$ cat src/rtl/keypad_matrix_scanner.sv
// 4x4 active-low keypad scanner with per-round debounce, one-cycle KEY_VALID strobe and held level.
// Optional auto-repeat of the held key is compiled in when KEY_REPEAT_EN is defined.
module keypad_matrix_scanner #(
  parameter int unsigned COL_DWELL      = 100000,
  parameter int unsigned DEBOUNCE_SCANS = 20,
  parameter int unsigned REPEAT_DELAY   = 500,
  parameter int unsigned REPEAT_RATE    = 100
) (
  input  logic       CLK100MHZ,
  input  logic       RST_N,
  input  logic [3:0] ROW,
  output logic [3:0] COL,
  output logic [3:0] KEY,
  output logic       KEY_VALID,
  output logic       KEY_HELD
);

  localparam int unsigned DW = (COL_DWELL > 1) ? $clog2(COL_DWELL) : 1;
  localparam int unsigned SW = $clog2(DEBOUNCE_SCANS + 1);
  localparam logic [DW-1:0] DWELL_LAST = DW'(COL_DWELL - 1);
  localparam logic [SW-1:0] STABLE_MAX = SW'(DEBOUNCE_SCANS);

  if (COL_DWELL < 4 || DEBOUNCE_SCANS < 2 || REPEAT_DELAY < 1 || REPEAT_RATE < 1) begin : g_param_check
    $error("keypad_matrix_scanner: parameter below minimum");
  end

  typedef enum logic {
    S_IDLE,
    S_PRESSED
  } state_t;

  state_t          r_state, w_state_next;
  logic [3:0]      r_row_meta, r_row_sync;
  logic [DW-1:0]   r_dwell;
  logic [1:0]      r_col_idx;
  logic            r_part_found;
  logic [3:0]      r_part_code;
  logic            r_prev_none;
  logic [3:0]      r_prev_code;
  logic [SW-1:0]   r_stable, w_stable_next;
  logic [3:0]      r_key, w_key_next;
  logic            r_valid, w_valid_next;

  logic            w_last;
  logic            w_round_end;
  logic            w_col_hit;
  logic [1:0]      w_col_row;
  logic            w_res_none;
  logic [3:0]      w_res_code;
  logic            w_same;
  logic            w_stable_done;

  assign w_last      = (r_dwell == DWELL_LAST);
  assign w_round_end = w_last && (r_col_idx == 2'd3);

  // Lowest active row in the currently driven column.
  always_comb begin
    w_col_hit = 1'b0;
    w_col_row = '0;
    for (int unsigned i = 0; i < 4; i++) begin
      if (!r_row_sync[i] && !w_col_hit) begin
        w_col_hit = 1'b1;
        w_col_row = 2'(i);
      end
    end
  end

  always_comb begin
    w_res_none = 1'b1;
    w_res_code = '0;
    if (r_part_found) begin
      w_res_none = 1'b0;
      w_res_code = r_part_code;
    end else if (w_col_hit) begin
      w_res_none = 1'b0;
      w_res_code = {w_col_row, r_col_idx};
    end
  end

  assign w_same = ({w_res_none, w_res_code} == {r_prev_none, r_prev_code});

  always_comb begin
    w_stable_next = SW'(1);
    if (w_same) begin
      w_stable_next = (r_stable == STABLE_MAX) ? STABLE_MAX : r_stable + 1'b1;
    end
  end

  assign w_stable_done = (w_stable_next == STABLE_MAX);

`ifdef KEY_REPEAT_EN
  localparam int unsigned REP_MAX = (REPEAT_DELAY > REPEAT_RATE) ? REPEAT_DELAY : REPEAT_RATE;
  localparam int unsigned RW      = (REP_MAX > 1) ? $clog2(REP_MAX) : 1;
  localparam logic [RW-1:0] REP_FIRST = RW'(REPEAT_DELAY - 1);
  localparam logic [RW-1:0] REP_NEXT  = RW'(REPEAT_RATE - 1);

  logic [RW-1:0] r_rep_cnt, w_rep_cnt_next;
  logic          r_rep_first, w_rep_first_next;
`endif

  always_comb begin
    w_state_next = r_state;
    w_key_next   = r_key;
    w_valid_next = 1'b0;
    if (w_round_end && w_stable_done) begin
      case (r_state)
        S_IDLE: begin
          if (!w_res_none) begin
            w_key_next   = w_res_code;
            w_valid_next = 1'b1;
            w_state_next = S_PRESSED;
          end
        end
        S_PRESSED: begin
          if (w_res_none) begin
            w_state_next = S_IDLE;
          end else if (w_res_code != r_key) begin
            w_key_next   = w_res_code;
            w_valid_next = 1'b1;
          end
        end
        default: w_state_next = S_IDLE;
      endcase
    end
`ifdef KEY_REPEAT_EN
    w_rep_cnt_next   = r_rep_cnt;
    w_rep_first_next = r_rep_first;
    if (w_round_end) begin
      if (r_state != S_PRESSED || w_state_next != S_PRESSED || w_key_next != r_key) begin
        w_rep_cnt_next   = '0;
        w_rep_first_next = 1'b1;
      end else if (!w_res_none && w_res_code == r_key) begin
        // First repeat waits REPEAT_DELAY rounds, later ones REPEAT_RATE.
        if (r_rep_cnt == (r_rep_first ? REP_FIRST : REP_NEXT)) begin
          w_valid_next     = 1'b1;
          w_rep_cnt_next   = '0;
          w_rep_first_next = 1'b0;
        end else begin
          w_rep_cnt_next = r_rep_cnt + 1'b1;
        end
      end
    end
`endif
  end

  always_ff @(posedge CLK100MHZ or negedge RST_N) begin
    if (!RST_N) begin
      r_state <= S_IDLE;
    end else begin
      r_state <= w_state_next;
    end
  end

  always_ff @(posedge CLK100MHZ or negedge RST_N) begin
    if (!RST_N) begin
      r_row_meta   <= '0;
      r_row_sync   <= '0;
      r_dwell      <= '0;
      r_col_idx    <= '0;
      r_part_found <= 1'b0;
      r_part_code  <= '0;
      r_prev_none  <= 1'b0;
      r_prev_code  <= '0;
      r_stable     <= '0;
      r_key        <= '0;
      r_valid      <= 1'b0;
    end else begin
      r_row_meta <= ROW;
      r_row_sync <= r_row_meta;
      r_key      <= w_key_next;
      r_valid    <= w_valid_next;
      if (w_last) begin
        r_dwell   <= '0;
        r_col_idx <= r_col_idx + 2'd1;
        if (r_col_idx == 2'd3) begin
          r_part_found <= 1'b0;
          r_part_code  <= '0;
          r_prev_none  <= w_res_none;
          r_prev_code  <= w_res_code;
          r_stable     <= w_stable_next;
        end else if (!r_part_found && w_col_hit) begin
          r_part_found <= 1'b1;
          r_part_code  <= {w_col_row, r_col_idx};
        end
      end else begin
        r_dwell <= r_dwell + 1'b1;
      end
    end
  end

`ifdef KEY_REPEAT_EN
  always_ff @(posedge CLK100MHZ or negedge RST_N) begin
    if (!RST_N) begin
      r_rep_cnt   <= '0;
      r_rep_first <= 1'b1;
    end else begin
      r_rep_cnt   <= w_rep_cnt_next;
      r_rep_first <= w_rep_first_next;
    end
  end
`endif

  assign COL       = ~(4'b0001 << r_col_idx);
  assign KEY       = r_key;
  assign KEY_VALID = r_valid;
  assign KEY_HELD  = (r_state == S_PRESSED);

endmodule

$ cat config.mk
export PLATFORM = sky130hd
export DESIGN_NAME = keypad_matrix_scanner
export DESIGN_NICKNAME = d
export VERILOG_FILES = /design/src/rtl/keypad_matrix_scanner.sv
export SDC_FILE = /design/constraint.sdc
export NUM_CORES = 1
export LEC_CHECK = 0
export ABC_CLOCK_PERIOD_IN_PS = 3600
export CORE_ASPECT_RATIO = 1.75
export CORE_UTILIZATION = 55
export CTS_BUF_LIST = sky130_fd_sc_hd__clkbuf_16
export DETAILED_ROUTE_END_ITERATION = 10
export PLACE_DENSITY = 0.83
export SLEW_MARGIN = 5
export SYNTH_ARGS = -nofsm -noshare
export SYNTH_HDL_FRONTEND = slang
export SYNTH_SLANG_ARGS = --single-unit
$ cat constraint.sdc
create_clock -name CLK100MHZ -period 3.6 [get_ports CLK100MHZ]
set_input_delay 0.36 -clock CLK100MHZ [delete_from_list [all_inputs] [get_ports CLK100MHZ]]
set_output_delay 0.36 -clock CLK100MHZ [all_outputs]
set_load 0.03 [all_outputs]
# Yosys cells after proc, flatten, opt, wreduce, memory -nomap -nowiden
# Index checks and enable logic that the tools add are counted.
# W data, S select, Z words.
# totals
out_inout_bits	10
wordCells	70
in_bits	6
ff_bits	48
# classes
n_eq_ne	9
n_shift	1
add_sub_neg	3
bitwise	2
reduce_logical	16
mux	27
# ops
cell	count
$mux W4	7
$add A17 B1 Y17 const B	1
$eq A17 B17 Y1 const B	1
$mux W17	1
$mux W1	13
$eq A5 B5 Y1 const B	2
$mux W5	2
$pmux W4 S2	1
$logic_and A1 B1 Y1	6
$logic_not A1 Y1	6
$add A5 B1 Y5 const B	1
$eq A5 B5 Y1	1
$mux W2	2
$ne A2 B2 Y1 const B	2
$ne A4 B4 Y1	1
$not A4 Y4	1
$reduce_and A2 Y1	2
$reduce_and A4 Y1	1
$shl A1 B2 Y4 const A	1
$add A2 B1 Y2 const B	1
$eq A2 B2 Y1 const B	1
$ne A2 B1 Y1 const B	1
$pmux W1 S2	1
$reduce_bool A2 Y1	1
$not A1 Y1	1

# Depth between registers and ports, before layout
# depth
ltp_word	16
mapped_depth	8
ltp_nobuf	7

# Worst setup path before layout
# OpenSTA, ideal clock, no wires.
# synth_timing
kind	register -> register
from	register r_dwell[6]
to	register r_key[0] (netlist: KEY[0])
path_buffers	0
required_ps	3475
stages_incl_launch_ff	7
setup_time_ps	125
arrival_ps	2485
slack_ps	990
path_cell_list	dfrtp_1 or4b_4 nor4_4 nand2_2 or4_4 nor3_4 mux2_4
# synth_via
elab_chain_cells	4
# synth_rtl
element	line	rtl
from (decl)	34	logic [DW-1:0] r_dwell;
from (signal assigned)	186	r_dwell <= r_dwell + 1'b1;
$eq A17 B17 Y1	53	assign w_last = (r_dwell == DWELL_LAST);
$logic_and A1 B1 Y1	54	assign w_round_end = w_last && (r_col_idx == 2'd3);
$logic_and A1 B1 Y1	105	if (w_round_end && w_stable_done) begin
$reduce_and A4 Y1 (no source line)	--	
to (signal assigned)	170	r_key <= w_key_next;
to (decl)	41	logic [3:0] r_key, w_key_next;
# Every way passes these cells.
# A chain may end at the register's enable or synchronous reset.

# Worst setup path after layout
# layout_timing
from	register r_dwell[6]
to	register r_key[3] (netlist: KEY[3])
# Same word-level chain as after synthesis.

==> flow_summary_export.csv <==
group,metric,value,unit
yosys,yosysUniqueCellTypes,42,
cts,clock_path_buffers,2,
power_and_ir_drop,p_per_area,409,nW/µm²
timing,finalSetupViolCount,0,
global_routing,grtUsageMet2,40.1,%
floorplan,dieArea,4490,µm²
yosys,synth_top_area_share,51.8,%
cts,cts_tree,"done",
run_status,status,"finished clean",
yosys,yosysSeqAreaShare,51.8,%
timing,skew,5.97,ps
place,place_ws,855,ps
timing,finalCritPeriodShare,76.3,%
floorplan,fp.dieW,51.1,µm
layout,nNetsFinal,252,
critical_path,start_kind,"flip-flop",
critical_path,critPathMaxStageDelay,580,ps
cts,cts_resized,0,
timing,setup_tns,0,ps
timing,hold_viol_final,0,
layout,layout_common_cells,"48 x dfrtp_1, 27 x nand2_1, 17 x xor2_1, 14 x clkdlybuf4s50_1",
route,ant_nets,0,
place,dp_hpwl,2.99,mm
critical_path,path_max_fanout,8,
floorplan,rows,30,
global_routing,grt_usage,22.5,%
layout,syn_to_final_growth,16.2,%
global_routing,met1_usage,25.1,%
critical_path,cp.arrival,2920,ps
cts,post-cts-setup-buffers,0,
yosys,synth.cell_area,2320,µm²
timing,rsz0062_at_grt,"no",
hold_path,hp-class,"in2async",
place,place_congestion,0.774,
critical_path,cp.required,3770,ps
global_routing,gr-usage-met3,4.51,%
route,drt-total-wl,4.32,mm
yosys,avgSynthCellArea,10.7,µm²
global_routing,grt_pass1_wl,7.40,mm
cts,cts-root-buf,"clkbuf_16",
critical_path,r2r_start,"r_dwell[6]",
critical_path,rr_worst_depth,6,
global_routing,antenna_found_initial,0,
critical_path,crit_type,"reg2reg",
yosys,ys_top_cells_by_area,"dfrtp_1 52%, xor2_1 6.4%, ha_1 4.9%, nand2_1 4.4%, xnor2_1 3.0%",
layout,num-fill-cells,311,
critical_path,critPathLaunch,"r_dwell[6]",
critical_path,crit_path_top_delay_cell,"or4b_4",
power_and_ir_drop,power.leakage,1.24,nW
route,post_drt_wl_per_cell,15.1,µm
route,drtPass1Iterations,4,
floorplan,die_h,87.9,µm
floorplan,start_util,58.9,%
global_routing,gr-max-usage-layer,"met2",
global_routing,grt_start_max_net_pins,49,
timing,maxSlewHeadroom,31.5,%
global_routing,grt.overflow.total,0,
floorplan,io_pins,16,
yosys,synth_seq_cells,48,
critical_path,rr_endpoint,"KEY[3]",
place,io_buffers,15,
yosys,yosys_warnings,0,
timing,layout_setup_ws,854,ps
cts,htreeDepth,2,
route,post_drt_via_cell_ratio,5.70,
layout,layout_commonest_cell,"dfrtp_1",
yosys,syn_inst,217,
timing,fin_crit,2750,ps
cts,path_clk_slew,60,ps
cts,cts_hold_buf,0,
place,placed_cells,278,
global_routing,grt_pass1_vias,1639,
timing,max_clock_freq,364,MHz
route,drc,0,
cts,cts_buffers,5,
critical_path,rrSetupSlack,850,ps
floorplan,core-area,3940,µm²
route,drtIter0Drc,34,
cts,clk_latency,290,ps
critical_path,worstPathCellList,"or4b_4, nor4_4, nand2_2, or4_4, nor3_4, mux2_4",
critical_path,cp-end-kind,"flip-flop",
power_and_ir_drop,ir_worst_vdd,406,µV
layout,fin_cells,286,
yosys,yosysTopAreaCell,"dfrtp_1",
layout,diodes,0,
yosys,synth_nets,232,
layout,drive_above_1_share,10.5,%
cts,clock_sinks,48,
flow_run,cap_violations,0,
route,vias,1629,
timing,max_slew.worst_pin.slew,1030,ps
timing,slew_viol_final,0,
[worst max-delay path: cells and delay by family, from the launching register on]
family / cells / cell delay, ps
and+or+nand+nor: 5 / 1870
DFF: 1 / 430
muxes: 1 / 340
[through the flow]
stage / cell area (µm²) / util [%] / power [W] / hold WS (ps)
finish: 2700 / 68.4 / 0.00110 / 244
global route: 2700 / 68.4 / 0.00113 / 345
CTS: 2700 / 68.4 / 0.00111 / 294
detailed placement: 2530 / 64.2 / 0.000587 / 335
global placement: 2530 / 64.2 / 0.000586 / 333
floorplan: 2320 / - / 0.000568 / 64.4
[registers in the layout (all words and copies together) (netlist names)]
signal / flops
r_stable: 5
KEY: 4
r_prev_none: 1
r_row_sync: 4
r_prev_code: 4
r_part_code: 4
r_part_found: 1
r_dwell: 17
r_col_idx: 2
KEY_HELD: 1
KEY_VALID: 1
r_row_meta: 4
[layer usage]
| metal | wire length, µm | vias up |
|---|---|---|
| met5 | 0 | - |
| met4 | 102 | 0 |
| met3 | 101 | 9 |
| met2 | 2430 | 26 |
| met1 | 1690 | 806 |
| li1 | - | 788 |
[area by class of cell]
type                    count  area (µm²)  area share, %
multi-input cells         154        1070           39.5
well taps                  48        60.1           2.23
repair buffers             17         160           5.94
inverters                  11        41.3           1.53
flip-flops and latches     48        1200           44.5
clock inverters             3        42.5           1.58
clock buffers               5         125           4.64
[logic make-up after synthesis]
kind of cell | count (synthesis) | synth area share (%)
multiplexers | 8 | 4.26
buffers and inverters | 15 | 2.54
AND/OR/NAND/NOR | 85 | 20.1
adder cells (fa/ha/maj) | 9 | 4.85
AO/OA/AOI/OAI | 27 | 7.01
XOR/XNOR | 25 | 9.44
flip-flops | 48 | 51.8
[synth_stat cells (all sizes together)]
| library cell | count |
|---|---|
| a21oi | 5 |
| a22oi | 1 |
| a31oi | 1 |
| a41o | 1 |
| a41oi | 1 |
| and2 | 2 |
| and3 | 4 |
| and4 | 1 |
| buf | 2 |
| clkbuf | 2 |
| dfrtp | 48 |
| ha | 9 |
| inv | 11 |
| mux2 | 6 |
| mux2i | 2 |
| nand2 | 28 |
| nand2b | 1 |
| nand3 | 13 |
| nand4 | 3 |
| nand4b | 1 |
| nor2 | 12 |
| nor2b | 1 |
| nor3 | 7 |
| nor4 | 3 |
| nor4b | 3 |
| o21ai | 14 |
| o22ai | 1 |
| o31a | 1 |
| o31ai | 2 |
| or3 | 1 |
| or4 | 3 |
| or4b | 2 |
| xnor2 | 8 |
| xor2 | 17 |
[worst max path at each step]
stage | end | depth (start not counted)
after global placement | KEY[0] | 6
after floorplan | KEY[0] | 6
after global routing | KEY[3] | 7
after detailed placement | KEY[3] | 6
after CTS | KEY[3] | 6
final | KEY[3] | 6
[power by group]
part	internal, W	switching [W]
Clock	0.000326	0.000200
Sequential	0.000544	0.00000327
Combinational	0.00000980	0.0000196
Power figures use the tool's default switching activity.
